--- src/rtl/fir_dvs_sequencer_if.sv ---
// Handshake/status bundle for the FIR DVS sequencer.
// Optional force ports appear when FIR_DVS_FORCE_EN is defined.
interface fir_dvs_sequencer_if;
  logic       in_tvalid;
  logic       in_tready;
  logic       vreg_ack;
  logic       vreg_req;
  logic [1:0] vreg_target;
  logic [1:0] perf_level;
  logic [1:0] clk_div_sel;
  logic       fir_hold;
  logic       busy;
  logic       fault;
`ifdef FIR_DVS_FORCE_EN
  logic       force_en;
  logic [1:0] force_level;
`endif

  modport master (
    output in_tvalid,
    output in_tready,
    output vreg_ack,
`ifdef FIR_DVS_FORCE_EN
    output force_en,
    output force_level,
`endif
    input  vreg_req,
    input  vreg_target,
    input  perf_level,
    input  clk_div_sel,
    input  fir_hold,
    input  busy,
    input  fault
  );

  modport slave (
    input  in_tvalid,
    input  in_tready,
    input  vreg_ack,
`ifdef FIR_DVS_FORCE_EN
    input  force_en,
    input  force_level,
`endif
    output vreg_req,
    output vreg_target,
    output perf_level,
    output clk_div_sel,
    output fir_hold,
    output busy,
    output fault
  );
endinterface

--- src/rtl/fir_dvs_sequencer.sv ---
// Load-driven DVS sequencer: voltage-then-clock up, clock-then-voltage down.
// FIR_DVS_FORCE_EN adds a forced target level in place of load thresholds.
module fir_dvs_sequencer #(
  parameter int WINDOW_LOG2   = 6,
  parameter int HI_THRESH     = 48,
  parameter int LO_THRESH     = 16,
  parameter int SETTLE_CYCLES = 32,
  parameter int ACK_TIMEOUT   = 255
) (
  input  logic                 clk,
  input  logic                 reset,
  fir_dvs_sequencer_if.slave   bus
);

  localparam int BW   = WINDOW_LOG2 + 1;
  localparam int TMAX = (ACK_TIMEOUT > SETTLE_CYCLES) ?
                        ACK_TIMEOUT : SETTLE_CYCLES;
  localparam int CW   = $clog2(TMAX + 1);

  localparam logic [WINDOW_LOG2-1:0] W1 = 1;
  localparam logic [CW-1:0]          C1 = 1;

  typedef enum logic [2:0] {
    MONITOR,
    UP_VREQ,
    UP_SETTLE,
    UP_SWITCH,
    DN_HOLD,
    DN_VREQ,
    FAULT
  } state_t;

  state_t state, state_n;

  logic [WINDOW_LOG2-1:0] wcnt;
  logic [BW-1:0]          bcnt;
  logic [BW-1:0]          beats;
  logic [CW-1:0]          cnt;
  logic [1:0]             perf;
  logic [1:0]             vtgt;
  logic [1:0]             vack;

  logic beat, last, ack, tmo;
  logic go_up, go_dn;
  logic up_go, dn_req, to_fault;

  assign beat  = bus.in_tvalid & bus.in_tready;
  assign last  = &wcnt;
  assign beats = bcnt + BW'(beat);
  assign ack   = bus.vreg_ack;
  assign tmo   = (cnt == CW'(ACK_TIMEOUT - 1));

  always_comb begin
    go_up = (beats >= BW'(HI_THRESH)) &&
            (perf != 2'd3);
    go_dn = (beats <= BW'(LO_THRESH)) &&
            (perf != 2'd0);
`ifdef FIR_DVS_FORCE_EN
    if (bus.force_en) begin
      go_up = bus.force_level > perf;
      go_dn = bus.force_level < perf;
    end
`endif
  end

  always_ff @(posedge clk or posedge reset) begin
    if (reset) state <= MONITOR;
    else       state <= state_n;
  end

  // Ack is checked before timeout so a same-cycle ack wins.
  always_comb begin
    state_n = state;
    unique case (state)
      MONITOR:
        if (last) begin
          if (go_up)      state_n = UP_VREQ;
          else if (go_dn) state_n = DN_HOLD;
        end
      UP_VREQ:
        if (ack)      state_n = UP_SETTLE;
        else if (tmo) state_n = FAULT;
      UP_SETTLE:
        if (cnt == CW'(SETTLE_CYCLES - 1))
          state_n = UP_SWITCH;
      UP_SWITCH:
        if (cnt == C1) state_n = MONITOR;
      DN_HOLD:
        if (cnt == C1) state_n = DN_VREQ;
      DN_VREQ:
        if (ack)      state_n = MONITOR;
        else if (tmo) state_n = FAULT;
      FAULT:   state_n = FAULT;
      default: state_n = MONITOR;
    endcase
  end

  // Window state is held at zero outside MONITOR.
  always_ff @(posedge clk or posedge reset) begin
    if (reset) begin
      wcnt <= '0;
      bcnt <= '0;
    end else if (state == MONITOR && !last) begin
      wcnt <= wcnt + W1;
      bcnt <= beats;
    end else begin
      wcnt <= '0;
      bcnt <= '0;
    end
  end

  always_ff @(posedge clk or posedge reset) begin
    if (reset)
      cnt <= '0;
    else if (state_n != state ||
             state == MONITOR ||
             state == FAULT)
      cnt <= '0;
    else
      cnt <= cnt + C1;
  end

  assign up_go    = (state == MONITOR) &&
                    (state_n == UP_VREQ);
  assign dn_req   = (state == DN_HOLD) &&
                    (state_n == DN_VREQ);
  assign to_fault = (state != FAULT) &&
                    (state_n == FAULT);

  always_ff @(posedge clk or posedge reset) begin
    if (reset) begin
      vtgt <= 2'd0;
      vack <= 2'd0;
      perf <= 2'd0;
    end else begin
      unique case (1'b1)
        up_go:    vtgt <= perf + 2'd1;
        dn_req:   vtgt <= perf;
        to_fault: vtgt <= vack;
        default:  ;
      endcase
      if ((state == UP_VREQ || state == DN_VREQ) && ack)
        vack <= vtgt;
      if (state == UP_SETTLE && state_n == UP_SWITCH)
        perf <= perf + 2'd1;
      if (state == MONITOR && state_n == DN_HOLD)
        perf <= perf - 2'd1;
    end
  end

  assign bus.vreg_req    = (state == UP_VREQ) ||
                           (state == DN_VREQ);
  assign bus.vreg_target = vtgt;
  assign bus.perf_level  = perf;
  assign bus.clk_div_sel = 2'd3 - perf;
  assign bus.fir_hold    = (state == UP_SWITCH) ||
                           (state == DN_HOLD);
  assign bus.busy        = (state != MONITOR);
  assign bus.fault       = (state == FAULT);

endmodule

--- src/flat_wrapper.sv ---
// flat-port wrapper written by rule: the top's interface ports become plain ports
module fir_dvs_sequencer_flat 
#(
  parameter int WINDOW_LOG2   = 6,
  parameter int HI_THRESH     = 48,
  parameter int LO_THRESH     = 16,
  parameter int SETTLE_CYCLES = 32,
  parameter int ACK_TIMEOUT   = 255
)
  (clk, reset, bus_in_tvalid, bus_in_tready, bus_vreg_ack, bus_vreg_req, bus_vreg_target, bus_perf_level, bus_clk_div_sel, bus_fir_hold, bus_busy, bus_fault);
  fir_dvs_sequencer_if bus_i ();
  input  logic clk;
  input  logic reset;
  input wire logic [$bits(bus_i.in_tvalid)-1:0] bus_in_tvalid;
  input wire logic [$bits(bus_i.in_tready)-1:0] bus_in_tready;
  input wire logic [$bits(bus_i.vreg_ack)-1:0] bus_vreg_ack;
  output wire logic [$bits(bus_i.vreg_req)-1:0] bus_vreg_req;
  output wire logic [$bits(bus_i.vreg_target)-1:0] bus_vreg_target;
  output wire logic [$bits(bus_i.perf_level)-1:0] bus_perf_level;
  output wire logic [$bits(bus_i.clk_div_sel)-1:0] bus_clk_div_sel;
  output wire logic [$bits(bus_i.fir_hold)-1:0] bus_fir_hold;
  output wire logic [$bits(bus_i.busy)-1:0] bus_busy;
  output wire logic [$bits(bus_i.fault)-1:0] bus_fault;
  assign bus_i.in_tvalid = bus_in_tvalid;
  assign bus_i.in_tready = bus_in_tready;
  assign bus_i.vreg_ack = bus_vreg_ack;
  assign bus_vreg_req = bus_i.vreg_req;
  assign bus_vreg_target = bus_i.vreg_target;
  assign bus_perf_level = bus_i.perf_level;
  assign bus_clk_div_sel = bus_i.clk_div_sel;
  assign bus_fir_hold = bus_i.fir_hold;
  assign bus_busy = bus_i.busy;
  assign bus_fault = bus_i.fault;
  fir_dvs_sequencer #(.WINDOW_LOG2(WINDOW_LOG2), .HI_THRESH(HI_THRESH), .LO_THRESH(LO_THRESH), .SETTLE_CYCLES(SETTLE_CYCLES), .ACK_TIMEOUT(ACK_TIMEOUT)) u_core (.clk(clk), .reset(reset), .bus(bus_i));
endmodule
--- config.mk ---
export PLATFORM = sky130hd
export DESIGN_NAME = fir_dvs_sequencer_flat
export DESIGN_NICKNAME = d
export VERILOG_FILES = /design/src/rtl/fir_dvs_sequencer_if.sv /design/src/rtl/fir_dvs_sequencer.sv /design/src/flat_wrapper.sv
export SDC_FILE = /design/constraint.sdc
export NUM_CORES = 1
export LEC_CHECK = 0
export CORE_MARGIN = 2
export CORE_UTILIZATION = 49
export DETAILED_ROUTE_END_ITERATION = 12
export PLACE_DENSITY = 0.69
export SYNTH_ARGS = -nofsm -noshare
export SYNTH_HDL_FRONTEND = slang
export SYNTH_SLANG_ARGS = --single-unit
--- constraint.sdc ---
create_clock -name clk -period 4.7 [get_ports clk]
set_clock_uncertainty 0.05 [all_clocks]
set_input_delay 0.94 -clock clk [delete_from_list [all_inputs] [get_ports clk]]
set_output_delay 0.94 -clock clk [all_outputs]
set_load 0.02 [all_outputs]
==> impl_results.md <==
* Period utilisation layout at 70.4%
* CP arrival at 3.48 ns
* DRT iter0 DRCs at 71
* Die ar. at 4170 um2
* Post-Synthesis Cells at 189
* Post-DP HPWL at 2.44 mm
* CTS Buf Count at 5
* Met3 Track Usage GR at 4.17%
* Cell Rows at 21
* Final slew viol count at 0
* Largest net degree at the start of global routing at 31
* Worst EP required at 4.88 ns
* Worst setup EP type: flip-flop
* PD cells at 384 nW/um2
* Initial Utilization at 52.6%
* CP max FO at 8
* Remaining antenna violation count at 0
* Dpl cell area at 1950 um2
* Leakage power at 0.859 nW
* Synth async-reset ratio at 100%
* Final Instance Count excl. Fillers at 251
* First-pass GRT wire length at 5.85 mm
* Unrepaired setup endpoints after global routing: no
* Area leader, netlist: dfrtp_1
* Met1 usage at 24.4%
* Post-synth EDFFs at 0
* Kind of critical path: in -> reg
* Clock slew at reported path FFs at 0.09 ns
* Final nets at 218
* DP Worst Slack at 1.04 ns
* Antenna fix cells at 0
* Most frequent CP cell: ha_1
* Min-delay src: u_core.wcnt[0]$_DFF_PP0_
* Count of unique library cells instantiated by Yosys at 50
* Overflow after GRT at 0
* I/O pin total at 15
* Vert. Die Dim at 64.6 um
* Tightest Pin Transition at 0.698 ns
* Port bufs at 14
* CTS root buf: clkbuf_4
* Commonest non-fill, non-tap cell in the layout: dfrtp_1
* Gr busiest metal: met2
* Max_cap viols at 0
* Post-synthesis register bit count at 30
* Crit-path cells: clkdlybuf4s50_1, and2_1, ha_1, ha_1, nand3_1, a21o_1, or4_4, a31o_1, a221o_1
* Largest delay share family, worst path: simple AND/OR/NAND/NOR gates
* Clk_lat worst skew at 0.33 ns
* Top post-synthesis cells by area: dfrtp_1, ha_1, nor2_1
* Internal Pwr Total at 0.469 mW
* Worst rel slew slack at 52.9%
* Reg2Reg Launch Point: u_core.bcnt[0]$_DFF_PP0_
* Max Fclk at 302 MHz
* Final Critical Period at 3.31 ns
* Cells after DPL at 244
* Ys flop type: dfrtp_1
* Routability cong. at 0.826
* Drt wl/cell at 13.3 um
* Setup bufs post-CTS at 0
* TritonCTS sink count at 30
* Outcome: complete, no violations
* Vias in the first global route at 1,328
* Endpoints failing setup at 0
* Synthesis Warnings at 0
* Clock Power Share at 18.4%
* Vias at 1,405
* Post-route setup slack at 1.39 ns
* CTS H-tree lvls at 2
* Core ar. at 3420 um2
* Layout cells sized above 1 at 7.80%
* Crit path launch type: input port
* Final wirelength at 3.33 mm
* Initial antenna violation count at 0
* Final Hold Viols at 0
* Syn Nets at 202
* Sequential power share at 46.5%
* Grt met2 use at 28.5%
* Buffers & Inverters on Critical Path at 1
* Fin area at 2000 um2
* Peak supply drop at 0.000260 V
* Util after Layout at 58.5%
* Total Power at 0.768 mW
* Overall Global Routing Usage at 18.4%
* Via density at 5.60
* Logic gate share of total power at 35.1%
* Cts repair resizes at 0
* Drt drc at 0
* Synthesized cell area at 1800 um2
* Slowest cell delay on critical path at 0.56 ns
* Yosys top cell area share at 41.8%
* WHS at 0.420 ns
* TritonRoute pass-1 iters at 4
* Clk buf depth at 2
* Switching Fraction at 39.0%
* Sequential area share after synthesis at 41.8%
* Area Overhead vs Synth at 11.3%
* Highest-delay cell along the critical path: or4_4
* Post-CTS Hold Fix Bufs at 0
* Switching power at 0.299 mW
* TritonCTS clock tree: built
* Critical Path Start: bus_in_tvalid
* Setup TNS Final at 0 ns
* Die X at 64.6 um
* Most frequent cells in the layout: dfrtp_1, nor2_1, inv_1
* Worst hold path class: reg -> reg
* Post-Syn Area per Cell at 9.51 um2
logic make-up after synthesis:
group	synth area share, %
DFF	41.8
xor gates and xnor gates	6.82
adders and majority gates	5.57
buffers and inverters	6.20
and+or+nand+nor	23.7
muxes	1.39
AOI/OAI and AO/OA	14.5
synthesized netlist by cell type (all sizes together) (2+ instances only):
master	instances
or4	2
buf	5
nand4	4
o21ai	7
nand2b	5
a31oi	2
xor2	5
ha	8
a22o	2
dfrtp	30
o22ai	2
xnor2	9
nand2	11
nor2	24
nor2b	2
nor4	4
o41ai	3
inv	17
a21oi	5
and3	2
and2	3
nor3	5
nand3	9
cell type report:
cell class              instances  area (um2)
repair buffers                 15         148
fillers                       303        1420
well taps                      46        57.6
inverters                      17        63.8
flip-flops and latches         30         751
clock buffers                   7        45.0
multi-input cells             136         935
registers in the layout, indices dropped and copies added, names as in the netlist:
register,cells
u_core.bus.vreg_target,2
u_core.wcnt,6
u_core.bcnt,7
u_core.bus.perf_level,2
u_core.state,3
u_core.cnt,8
u_core.vack,2
worst paths after layout:
path                       slack [ns]  cells after the start                               endpoint
setup / recovery                 1.39                      9  u_core.bus.vreg_target[0]$_DFFE_PP0P_
hold / removal                   0.42                      1               u_core.wcnt[0]$_DFF_PP0_
setup reg to reg                 2.22                      7  u_core.bus.vreg_target[0]$_DFFE_PP0P_
hold reg to reg                  0.42                      1               u_core.wcnt[0]$_DFF_PP0_
max in group asynchronous        3.40                      3                u_core.cnt[7]$_DFF_PP0_
min in group asynchronous        0.92                      3               u_core.wcnt[0]$_DFF_PP0_
worst register-to-register path, delay by kind of cell (launching register included):
| family | cells | cell delay [ns] |
|---|---|---|
| simple gates | 2 | 0.71 |
| compound gates | 3 | 0.69 |
| fa+ha+maj | 2 | 0.58 |
| flops | 1 | 0.34 |
power by group through the flow:
stage | clock, mW | combinational, mW | sequential, mW
after CTS | 0.147 | 0.272 | 0.356
after floorplan | 0 | 0.224 | 0.338
after detailed placement | 0 | 0.270 | 0.361
after global routing | 0.160 | 0.304 | 0.365
after global placement | 0 | 0.267 | 0.358
final | 0.141 | 0.270 | 0.357
routing by layer:
metal	up-vias	part of all wire, %
met5	-	0
met4	0	2.3
met3	7	3.8
met2	32	46
met1	671	48
li1	695	-
Power figures use the tool's default switching activity.
